[src/rtl/alu_issue_ctrl.sv]
// Instruction FIFO plus issue FSM that feeds the 1-bit ALU and returns results downstream.
// Optional result/error counters are enabled with `define ALU_ISSUE_CNT_EN.
module alu_issue_ctrl #(
  parameter int DEPTH = 4,
  parameter int CW    = $clog2(DEPTH + 1)
) (
  input  logic          clk,
  input  logic          rst_n,
  input  logic          in_valid,
  output logic          in_ready,
  input  logic [4:0]    in_instr,
  output logic          alu_a,
  output logic          alu_b,
  output logic [2:0]    alu_op,
  input  logic          alu_out,
  output logic          res_valid,
  input  logic          res_ready,
  output logic          res_data,
  output logic          res_err,
  output logic [2:0]    res_op,
  output logic [CW-1:0] fifo_level
`ifdef ALU_ISSUE_CNT_EN
  ,
  output logic [7:0]    done_cnt,
  output logic [7:0]    err_cnt
`endif
);

  localparam int AW = (DEPTH > 1) ? $clog2(DEPTH) : 1;

  typedef enum logic [1:0] {IDLE, ISSUE, RESP} state_t;

  state_t        state;
  logic [4:0]    mem [DEPTH];
  logic [AW-1:0] wr_ptr;
  logic [AW-1:0] rd_ptr;
  logic [CW-1:0] count;
  logic [4:0]    head;
  logic          push;
  logic          pop;
  logic          hs;

  assign in_ready   = (count != CW'(DEPTH));
  assign fifo_level = count;
  assign head       = mem[rd_ptr];

  always_comb begin
    push = in_valid && in_ready;
    hs   = res_valid && res_ready;
    // A pop happens from IDLE, or from RESP in the same cycle the result is taken.
    pop  = (count != '0) && ((state == IDLE) || ((state == RESP) && hs));
  end

  always_ff @(posedge clk) begin
    if (push) mem[wr_ptr] <= in_instr;
  end

  always_ff @(posedge clk) begin
    if (!rst_n) begin
      wr_ptr    <= '0;
      rd_ptr    <= '0;
      count     <= '0;
      state     <= IDLE;
      alu_a     <= 1'b0;
      alu_b     <= 1'b0;
      alu_op    <= '0;
      res_valid <= 1'b0;
      res_data  <= 1'b0;
      res_err   <= 1'b0;
      res_op    <= '0;
    end else begin
      if (push) wr_ptr <= wr_ptr + 1'b1;
      if (pop)  rd_ptr <= rd_ptr + 1'b1;
      if (push && !pop)      count <= count + 1'b1;
      else if (!push && pop) count <= count - 1'b1;

      case (state)
        ISSUE: begin
          res_data  <= alu_out;
          res_err   <= 1'b0;
          res_op    <= alu_op;
          res_valid <= 1'b1;
          state     <= RESP;
        end
        default: begin
          if (pop) begin
            if (head[4]) begin
              res_data  <= 1'b0;
              res_err   <= 1'b1;
              res_op    <= head[4:2];
              res_valid <= 1'b1;
              state     <= RESP;
            end else begin
              alu_op    <= head[4:2];
              alu_a     <= head[1];
              alu_b     <= head[0];
              res_valid <= 1'b0;
              state     <= ISSUE;
            end
          end else if ((state == RESP) && hs) begin
            res_valid <= 1'b0;
            state     <= IDLE;
          end
        end
      endcase
    end
  end

`ifdef ALU_ISSUE_CNT_EN
  always_ff @(posedge clk) begin
    if (!rst_n) begin
      done_cnt <= '0;
      err_cnt  <= '0;
    end else if (hs) begin
      done_cnt <= done_cnt + 1'b1;
      if (res_err && (err_cnt != '1)) err_cnt <= err_cnt + 1'b1;
    end
  end
`endif

endmodule

[config.mk]
export PLATFORM = sky130hd
export DESIGN_NAME = alu_issue_ctrl
export DESIGN_NICKNAME = d
export VERILOG_FILES = /design/src/rtl/alu_issue_ctrl.sv
export SDC_FILE = /design/constraint.sdc
export NUM_CORES = 1
export LEC_CHECK = 0
export CAP_MARGIN = 40
export CORE_MARGIN = 2
export CORE_UTILIZATION = 45
export CTS_CLUSTER_SIZE = 25
export DETAILED_ROUTE_END_ITERATION = 10
export PLACE_DENSITY_LB_ADDON = 0.15
export SYNTH_ARGS = -nofsm -noshare
export SYNTH_HDL_FRONTEND = slang
export SYNTH_SLANG_ARGS = --single-unit
[constraint.sdc]
create_clock -name clk -period 4.6 [get_ports clk]
set_input_delay 0.92 -clock clk [delete_from_list [all_inputs] [get_ports clk]]
set_output_delay 0.92 -clock clk [all_outputs]
set_load 0.005 [all_outputs]
==> results of run 1 <==
## layer usage
| metal | wire [um] | vias to the layer above |
|---|---|---|
| li1 | - | 474 |
| met1 | 1206 | 470 |
| met2 | 1434 | 20 |
| met3 | 103 | 2 |
| met4 | 34 | 0 |
| met5 | 0 | - |
## critical path: stages
cell	delay, ns
clkdlybuf4s50_1	0.40
nor2b_1	0.45
nor3_1	0.16
inv_1	0.10
ha_1	0.19
inv_1	0.07
fa_1	0.39
xor2_1	0.16
or3_1	0.29
a21boi_0	0.18
## power groups by stage
stage | Combinational [uW] | Sequential (uW) | Clock [uW]
floorplan | 282 | 512 | 0
global placement | 394 | 526 | 0
detailed placement | 407 | 532 | 0
CTS | 413 | 525 | 301
global route | 450 | 535 | 321
finish | 407 | 523 | 296
## cells in the mapped netlist
cell type,instances,share of area [%]
dfxtp_1,20,24
edfxtp_1,20,36
and2_1,9,3.4
nand2_1,6,1.3
ha_1,5,3.7
nand3_1,5,1.5
inv_1,4,0.90
mux2i_1,4,2.4
mux4_1,4,6.3
nor2b_1,4,1.5
o21ai_1,4,1.2
a21oi_1,3,0.90
o21ai_0,3,0.90
xor2_1,3,1.6
clkbuf_1,2,0.45
nor3_1,2,0.60
o211a_1,2,1.2
xnor2_1,2,1.0
a21boi_0,1,0.45
a21boi_1,1,0.45
buf_1,1,0.22
buf_4,1,0.45
buf_6,1,0.67
buf_8,1,0.90
conb_1,1,0.22
fa_1,1,1.2
mux4_2,1,1.3
nand2b_1,1,0.38
nor2_1,1,0.22
nor4_4,1,1.3
nor4b_1,1,0.52
nor4b_4,1,1.4
o22ai_1,1,0.38
o31a_2,1,0.60
or3_1,1,0.38
## final timing paths
check	end	slack [ns]	cells past startpoint
max	fifo_level[2]	1.49	10
min reg2reg	alu_b	0.45	2
max reg2reg	fifo_level[2]	1.91	9
min	alu_b	0.45	2
## through the flow
| step | setup slack [ns] | power, uW | hold slack (ns) |
|---|---|---|---|
| floorplan | 1.848 | 794.4 | 0.4447 |
| global placement | 1.359 | 919.6 | 0.4388 |
| detailed placement | 1.216 | 939.0 | 0.4450 |
| CTS | 1.482 | 1239 | 0.4562 |
| global route | 1.355 | 1307 | 0.4755 |
| finish | 1.490 | 1226 | 0.4518 |
## cell families after synthesis
family / synth area share, %
flip-flops: 59.97
multiplexers: 10.04
other: 0.2247
buffers and inverters: 3.598
adder cells (fa/ha/maj): 4.948
AO/OA/AOI/OAI: 6.072
AND/OR/NAND/NOR: 12.52
XOR/XNOR: 2.624
## sequential cells by signal (all words and copies together) (netlist names), named ones only
signal      cells
res_data        1
alu_b           1
fifo_level      3
wr_ptr          2
res_op          3
mem            20
alu_a           1
alu_op          2
res_err         1
state           2
rd_ptr          2
## layout make-up
| class | count | area [sq um] |
|---|---|---|
| Timing Repair Buffer | 23 | 230.2 |
| Clock inverter | 2 | 38.79 |
| Fill cell | 309 | 1570 |
| Sequential cell | 40 | 1001 |
| Multi-Input combinational cell | 69 | 608.1 |
| Inverter | 4 | 15.01 |
| Tap cell | 48 | 60.06 |
| Clock buffer | 6 | 82.58 |
==> metrics, run 1 <==
commonest non-fill, non-tap cell in the layout=clkdlybuf4s50_1; crit path launch=res_ready; Logic pwr share=33.2%; Setup TNS Final=0 ns; DRT iter0 DRCs=52; antenna viol nets, final=0; HPWL Detailed=1965 um; Tot GR Track Use=15.50%; PortBufs=23; Ys Warns=0; Psw=362.9 uW; Syn Std Cell Area=1669 sq um; Post-CTS Hold Fix Bufs=0; first-pass GRT wire length=4664 um; DRT Wirelength=2778 um; Pwr Density=602.2 nW/um^2; vias in the first global route=940; switch share=29.60%; CTS Buf Count=5; Die Area=4212 sq um; Seq/Total Area, Yosys=59.97%; Layout Nets=159; Final setup viols=0; RSZ-0062 raised after global routing=no; met2 Usage GRT=25.90%; I/O pin total=25; H-tree depth=2; max cap viols=0; Reg power frac=42.7%; CTS tree=yes; crit share post-route=67.60%; Placed Area=1914 sq um; Period minus WS final=3.110 ns; Synth Net Count=135; Post-CTS Setup Bufs=0; Post-Route Utilization=56.45%; CTS root buf=clkbuf_8; gr busiest metal=met2; fin cells=192; clock net sink count=40; CORE AREA=3606 sq um; leakage power=0.0007498 uW; Max Freq=321.6 MHz; synthesized instance count=119; 1st-pass router iterations=4; CTS resizes=0; relative slew slack=45.79%; reg2reg start=fifo_level[0]; Worst setup EP type=register; outcome=complete, no violations; CP startpoint kind=input pin; Avg WL per Cell=14.47 um; DRC Markers=0; Worst-path clk slew=0.08 ns; most frequent cells in the layout=clkdlybuf4s50_1 (23), dfxtp_1 (20), edfxtp_1 (20), and2_1 (9); initial antenna violation count=0; clock skew=0.008202 ns; critical path required time=4.80 ns; Hold Path Class=reg2reg; share of layout cells above drive strength 1=8.333%; # diodes=0; Fin. Hold Viols=0; Critical Path Fanout Max=5; routing usage on met1=17.91%; Placer Congestion=0.6693; via density per instance=5.031; die width=64.90 um; GRT overflow=0; Arr. time, crit path=3.31 ns; Clk network pwr share=24.1%; clk_lat worst skew=0.29 ns; vias=966; Worst-Margin Slew=0.8070 ns; syn avg cell area=14.03 sq um; Inst Count DP=184; Slew Viols, Final=0; Internal=862.9 uW; Final Instance Area=2036 sq um; global-route track usage on met3=5.208%; largest net degree at the start of global routing=25; Initial Util=46.29%; Crit Path Class=in2reg; library cells used by synthesis=35; Yosys reg bits=40; Die Height=64.90 um; Max VDD drop=0.2556 mV; Rows=22; CTS max path bufs=2; min-delay src=alu_b; synthesis-to-layout area growth=21.96%
No activity file was read; power rests on OpenSTA's default activity.
==> inputs of run 2 (changes only) <==
==> constraint.sdc (replaced) <==
create_clock -name clk -period 2.6 [get_ports clk]
set_input_delay 0.52 -clock clk [delete_from_list [all_inputs] [get_ports clk]]
set_output_delay 0.52 -clock clk [all_outputs]
set_load 0.005 [all_outputs]
==> run 2 against run 1 <==
Net effect:
- critical path depth did not move
- via count grew 1.2%
- setup slack got worse by 1.2 ns
- clock power up 50%
- wire length up 1.6%
- total power rose by 74%
- global-route usage rose by 0.72 points
- non-clock buffer count rose by 4
- cell count grew 2.1%
- largest cell class unchanged
- largest power group unchanged
==> metrics, run 2 (same netlist as run 1, synthesis figures left out) <==
FF+latch area=1001 sq um; Crit path largest cell delay=0.40 ns; DRT Wirelength=2822 um; relative slew slack=49.80%; antenna viol nets, final=0; GRT overflow=0; Max Freq=440.7 MHz; CTS max path bufs=2; critical path required time=2.81 ns; via density per instance=4.990; CTS tree=yes; clk_lat worst skew=0.29 ns; Arr. time, crit path=2.48 ns; Setup TNS Final=0 ns; cell mode on critical path=inv_1; largest net degree at the start of global routing=25; Layout Nets=163; DRC Markers=0; 1st-pass router iterations=4; clock net sink count=40; Die Area=4212 sq um; min-delay src=alu_b; HPWL Detailed=2075 um; Post-CTS Setup Bufs=0; Hold Path Class=reg2reg; Worst-Margin Slew=0.7506 ns; Hold EP=alu_b; Die Height=64.90 um; first-pass GRT wire length=4919 um; Avg WL per Cell=14.40 um; Fillers=299; CTS root buf=clkbuf_8; most frequent cells in the layout=clkdlybuf4s50_1 (23), dfxtp_1 (20), edfxtp_1 (20), and2_1 (9), nand2_1 (6); commonest non-fill, non-tap cell in the layout=clkdlybuf4s50_1; Pwr Density=1040 nW/um^2; Top Metal Used=met4; clock skew=0.006377 ns; Period minus WS final=2.269 ns; Critical Path Fanout Max=2; H-tree depth=2; I/O pin total=25; CORE AREA=3606 sq um; cell count of the worst reg-to-reg path=9; routed metal-1 wire length=1146 um; crit share post-route=87.27%; Worst setup EP type=register; leakage power=0.0007617 uW; RSZ-0062 raised after global routing=no; met2 routed WL=1499 um; Final setup viols=0; vias=978; worst hold-check slack=0.4556 ns; Tot GR Track Use=16.22%; Crit Path Class=in2reg; Post-CTS Hold Fix Bufs=0; # diodes=0; crit-path cells=clkdlybuf4s50_1 > nor2b_1 > nor3_1 > inv_1 > ha_1 > inv_1 > fa_1 > xor2_1 > or3_1 > a21boi_0; Most flops, register=mem; Worst-path clk slew=0.07 ns; DRT iter0 DRCs=36; slowest CP cell=clkdlybuf4s50_1; Fin. Hold Viols=0; max cap viols=0; CTS Buf Count=5; CTS resizes=0; max FFs per register=20; vias in the first global route=1037; initial antenna violation count=0; die width=64.90 um; multi-input logic area=608.1 sq um; share of layout cells above drive strength 1=10.14%; reg2reg start=fifo_level[0]; slack of the worst reg-to-reg path=0.49 ns; Placer Congestion=0.6785; PortBufs=23; CP startpoint kind=input pin; Initial Util=46.29%; synthesis-to-layout area growth=22.64%; Crit Reg-Reg Endpoint=fifo_level[2]; outcome=complete, no violations; Slew Viols, Final=0; Rows=22; Cells on Worst Hold Path=2; worst path buffer plus inverter count=3; Top delay family on crit path=buffers and inverters; met3 WL=121 um; Max VDD drop=0.5184 mV
==> run 2: power breakdown <==
group	internal, uW	leakage (uW)	switching, uW
Combinational	436	0.000361	323
Sequential	809	0.000348	117
Clock	246	0.0000534	197
Total	1490	0.000762	638
==> run 2: final cells by class <==
type,count,area share (%)
clock buffers,7,4.768
clock inverters,1,0.2445
inverters,4,0.7335
multi-input cells,69,29.71
flip-flops and latches,40,48.90
well taps,48,2.934
repair buffers,27,12.71
==> run 2: tightest hold or removal path, cell delays in order (launching register included) <==
cell,delay (ns)
dfxtp_1,0.31
nand2_1,0.05
o21ai_1,0.05
==> run 2: how the worst max path moves through the flow <==
stage	slack, ns	startpoint	endpoint	cells past startpoint
2_1_floorplan	0.22	fifo_level[0]	fifo_level[2]	9
3_3_place_gp	0.12	res_ready	fifo_level[2]	10
3_5_place_dp	0.02	res_ready	fifo_level[2]	10
4_1_cts	0.31	res_ready	fifo_level[2]	10
5_1_grt	0.20	in_valid	fifo_level[2]	8
6_report	0.33	res_ready	fifo_level[2]	10
==> run 2: layer usage <==
metal	global-route usage, %	vias to the layer above
met5	0	-
met4	5.585	0
met3	5.903	6
met2	28.87	20
met1	17.70	471
li1	-	481
==> run 2: through the flow <==
step / utilization, % / setup WS [ns] / area, sq um / instances / power [uW]
2_1_floorplan: - / 0.2151 / 1669 / 119 / 1406
3_3_place_gp: 53.92 / 0.1231 / 1944 / 188 / 1672
3_5_place_dp: 53.92 / 0.01688 / 1944 / 188 / 1710
4_1_cts: 56.77 / 0.3131 / 2047 / 196 / 2163
5_1_grt: 56.77 / 0.2023 / 2047 / 196 / 2274
6_report: 56.77 / 0.3310 / 2047 / 196 / 2129
==> inputs of run 3 (changes only) <==
--- a/config.mk
+++ b/config.mk
@@ -5,12 +5,13 @@
 export SDC_FILE = /design/constraint.sdc
 export NUM_CORES = 1
 export LEC_CHECK = 0
+export ABC_AREA = 0
 export CAP_MARGIN = 40
-export CORE_MARGIN = 2
 export CORE_UTILIZATION = 45
 export CTS_CLUSTER_SIZE = 25
 export DETAILED_ROUTE_END_ITERATION = 10
 export PLACE_DENSITY_LB_ADDON = 0.15
+export REMOVE_ABC_BUFFERS = 1
 export SYNTH_ARGS = -nofsm -noshare
 export SYNTH_HDL_FRONTEND = slang
 export SYNTH_SLANG_ARGS = --single-unit
==> run 3 against run 2 <==
Net effect:
- hold slack got worse by 0.0075 ns
- non-clock buffer count is 1 lower
- final area decreased by 1.2%
- first-iteration DRC count increased by 86%
- global-route usage is 1.3 points lower
- clock skew is essentially flat
- die area decreased by 6.1%
- clock-buffer cell count shrank 2
- wire length is 6.6% lower
- setup slack improved by 0.023 ns
- utilization up 2.0 points
- critical endpoint unchanged
==> metrics, run 3 (same netlist as run 1, synthesis figures left out) <==
outcome=complete, no violations; RSZ-0062 raised after global routing=no; worst path buffer plus inverter count=3; H-tree depth=2; commonest non-fill, non-tap cell in the layout=clkdlybuf4s50_1; Initial Util=48.49%; GRT overflow=0; Max Freq=445.2 MHz; clock skew=0.006176 ns; CP startpoint kind=input pin; Worst-path clk slew=0.08 ns; Post-Route Utilization=58.74%; Final setup viols=0; Logic pwr share=35.4%; Arr. time, crit path=2.46 ns; DRT iter0 DRCs=67; CTS root buf=clkbuf_8; Period minus WS final=2.246 ns; 1st-pass router iterations=4; max cap viols=0; Crit Path Class=in2reg; CTS resizes=0; Critical Path Fanout Max=2; die width=62.90 um; leakage power=0.0007412 uW; cell mode on critical path=inv_1; Max VDD drop=0.3869 mV; antenna viol nets, final=0; CTS tree=yes; slowest CP cell=clkdlybuf4s50_1; Psw=633.0 uW; CTS max path bufs=2; Worst setup EP type=register; via density per instance=5.057; CORE AREA=3442 sq um; DRC Markers=0; PortBufs=23; largest net degree at the start of global routing=25; vias=976; synthesis-to-layout area growth=21.14%; Tot GR Track Use=14.95%; CTS Buf Count=5; relative slew slack=46.62%; Avg WL per Cell=13.66 um; Die Area=3956 sq um; Reg power frac=45.3%; WP depth=10; Setup TNS Final=0 ns; Slew Viols, Final=0; crit-path cells=clkdlybuf4s50_1 > nor2b_1 > nor3_1 > inv_1 > ha_1 > inv_1 > fa_1 > xor2_1 > or3_1 > a21boi_0; initial antenna violation count=0; share of layout cells above drive strength 1=9.524%; Most flops, register=mem; cell count of the worst reg-to-reg path=9; Internal=1416 uW; clock net sink count=40; Placer Congestion=0.6721; Post-CTS Hold Fix Bufs=0; most frequent cells in the layout=clkdlybuf4s50_1 (23), dfxtp_1 (20), edfxtp_1 (20), and2_1 (9), nand2_1 (6); Crit path largest cell delay=0.41 ns; # diodes=0; HPWL Detailed=1878 um; switch share=30.89%; Worst-Margin Slew=0.7981 ns; Clk network pwr share=19.3%; Rows=21; Pwr Density=1013 nW/um^2; critical path required time=2.82 ns; first-pass GRT wire length=4291 um; vias in the first global route=908; Top delay family on crit path=buffers and inverters; Fin. Hold Viols=0; crit share post-route=86.39%; Layout Nets=162; clk_lat worst skew=0.29 ns; max FFs per register=20; DRT Wirelength=2637 um; I/O pin total=25; Cells on Worst Hold Path=2; Hold Path Class=reg2reg; Die Height=62.90 um; Post-CTS Setup Bufs=0
## run 3: path summary, 6_finish.rpt
kind | start | endpoint | slack (ns)
hold / removal | alu_a | alu_a | 0.45
setup / recovery | res_ready | fifo_level[2] | 0.35
setup reg to reg | fifo_level[0] | fifo_level[2] | 0.51
hold reg to reg | alu_a | alu_a | 0.45
## run 3: worst min-delay path, cell delays in order (launching register included)
cell and delay, ns:
dfxtp_1 0.31, nand2_1 0.05, o21ai_1 0.05
## run 3: per-layer routing
| metal | wire, um | track usage (%) | up-vias | share of wire [%] |
|---|---|---|---|---|
| li1 | - | - | 480 | - |
| met2 | 1285 | 24.60 | 26 | 49 |
| met5 | 0 | 0 | - | 0 |
| met3 | 124 | 6.204 | 6 | 4.7 |
| met4 | 38 | 5.233 | 0 | 1.4 |
| met1 | 1188 | 17.39 | 464 | 45 |
## run 3: final cells by class
type / instances / area, sq um
sequential: 40 / 1001
timing repair buffer: 26 / 252.7
clock inverter: 3 / 18.77
multi-input combinational: 69 / 608.1
clock buffer: 5 / 68.82
fill: 284 / 1420
inverter: 4 / 15.01
tap: 46 / 57.56
## run 3: stage by stage
step	instances	area, sq um	hold WS (ns)	power, uW	setup slack [ns]
2_1_floorplan	113	1624	0.4447	1370	0.2151
6_report	193	2022	0.4481	2049	0.3538
5_1_grt	193	2022	0.4807	2186	0.2480
4_1_cts	193	2022	0.4538	2072	0.3582
3_5_place_dp	185	1934	0.4429	1675	0.06397
3_3_place_gp	185	1934	0.4357	1645	0.09932
## run 3: power groups by stage
stage / Clock [uW] / Sequential [uW] / Combinational (uW)
floorplan: 0 / 923 / 447
global placement: 0 / 931 / 714
detailed placement: 0 / 944 / 731
CTS: 407 / 930 / 735
global route: 437 / 947 / 801
finish: 396 / 928 / 725
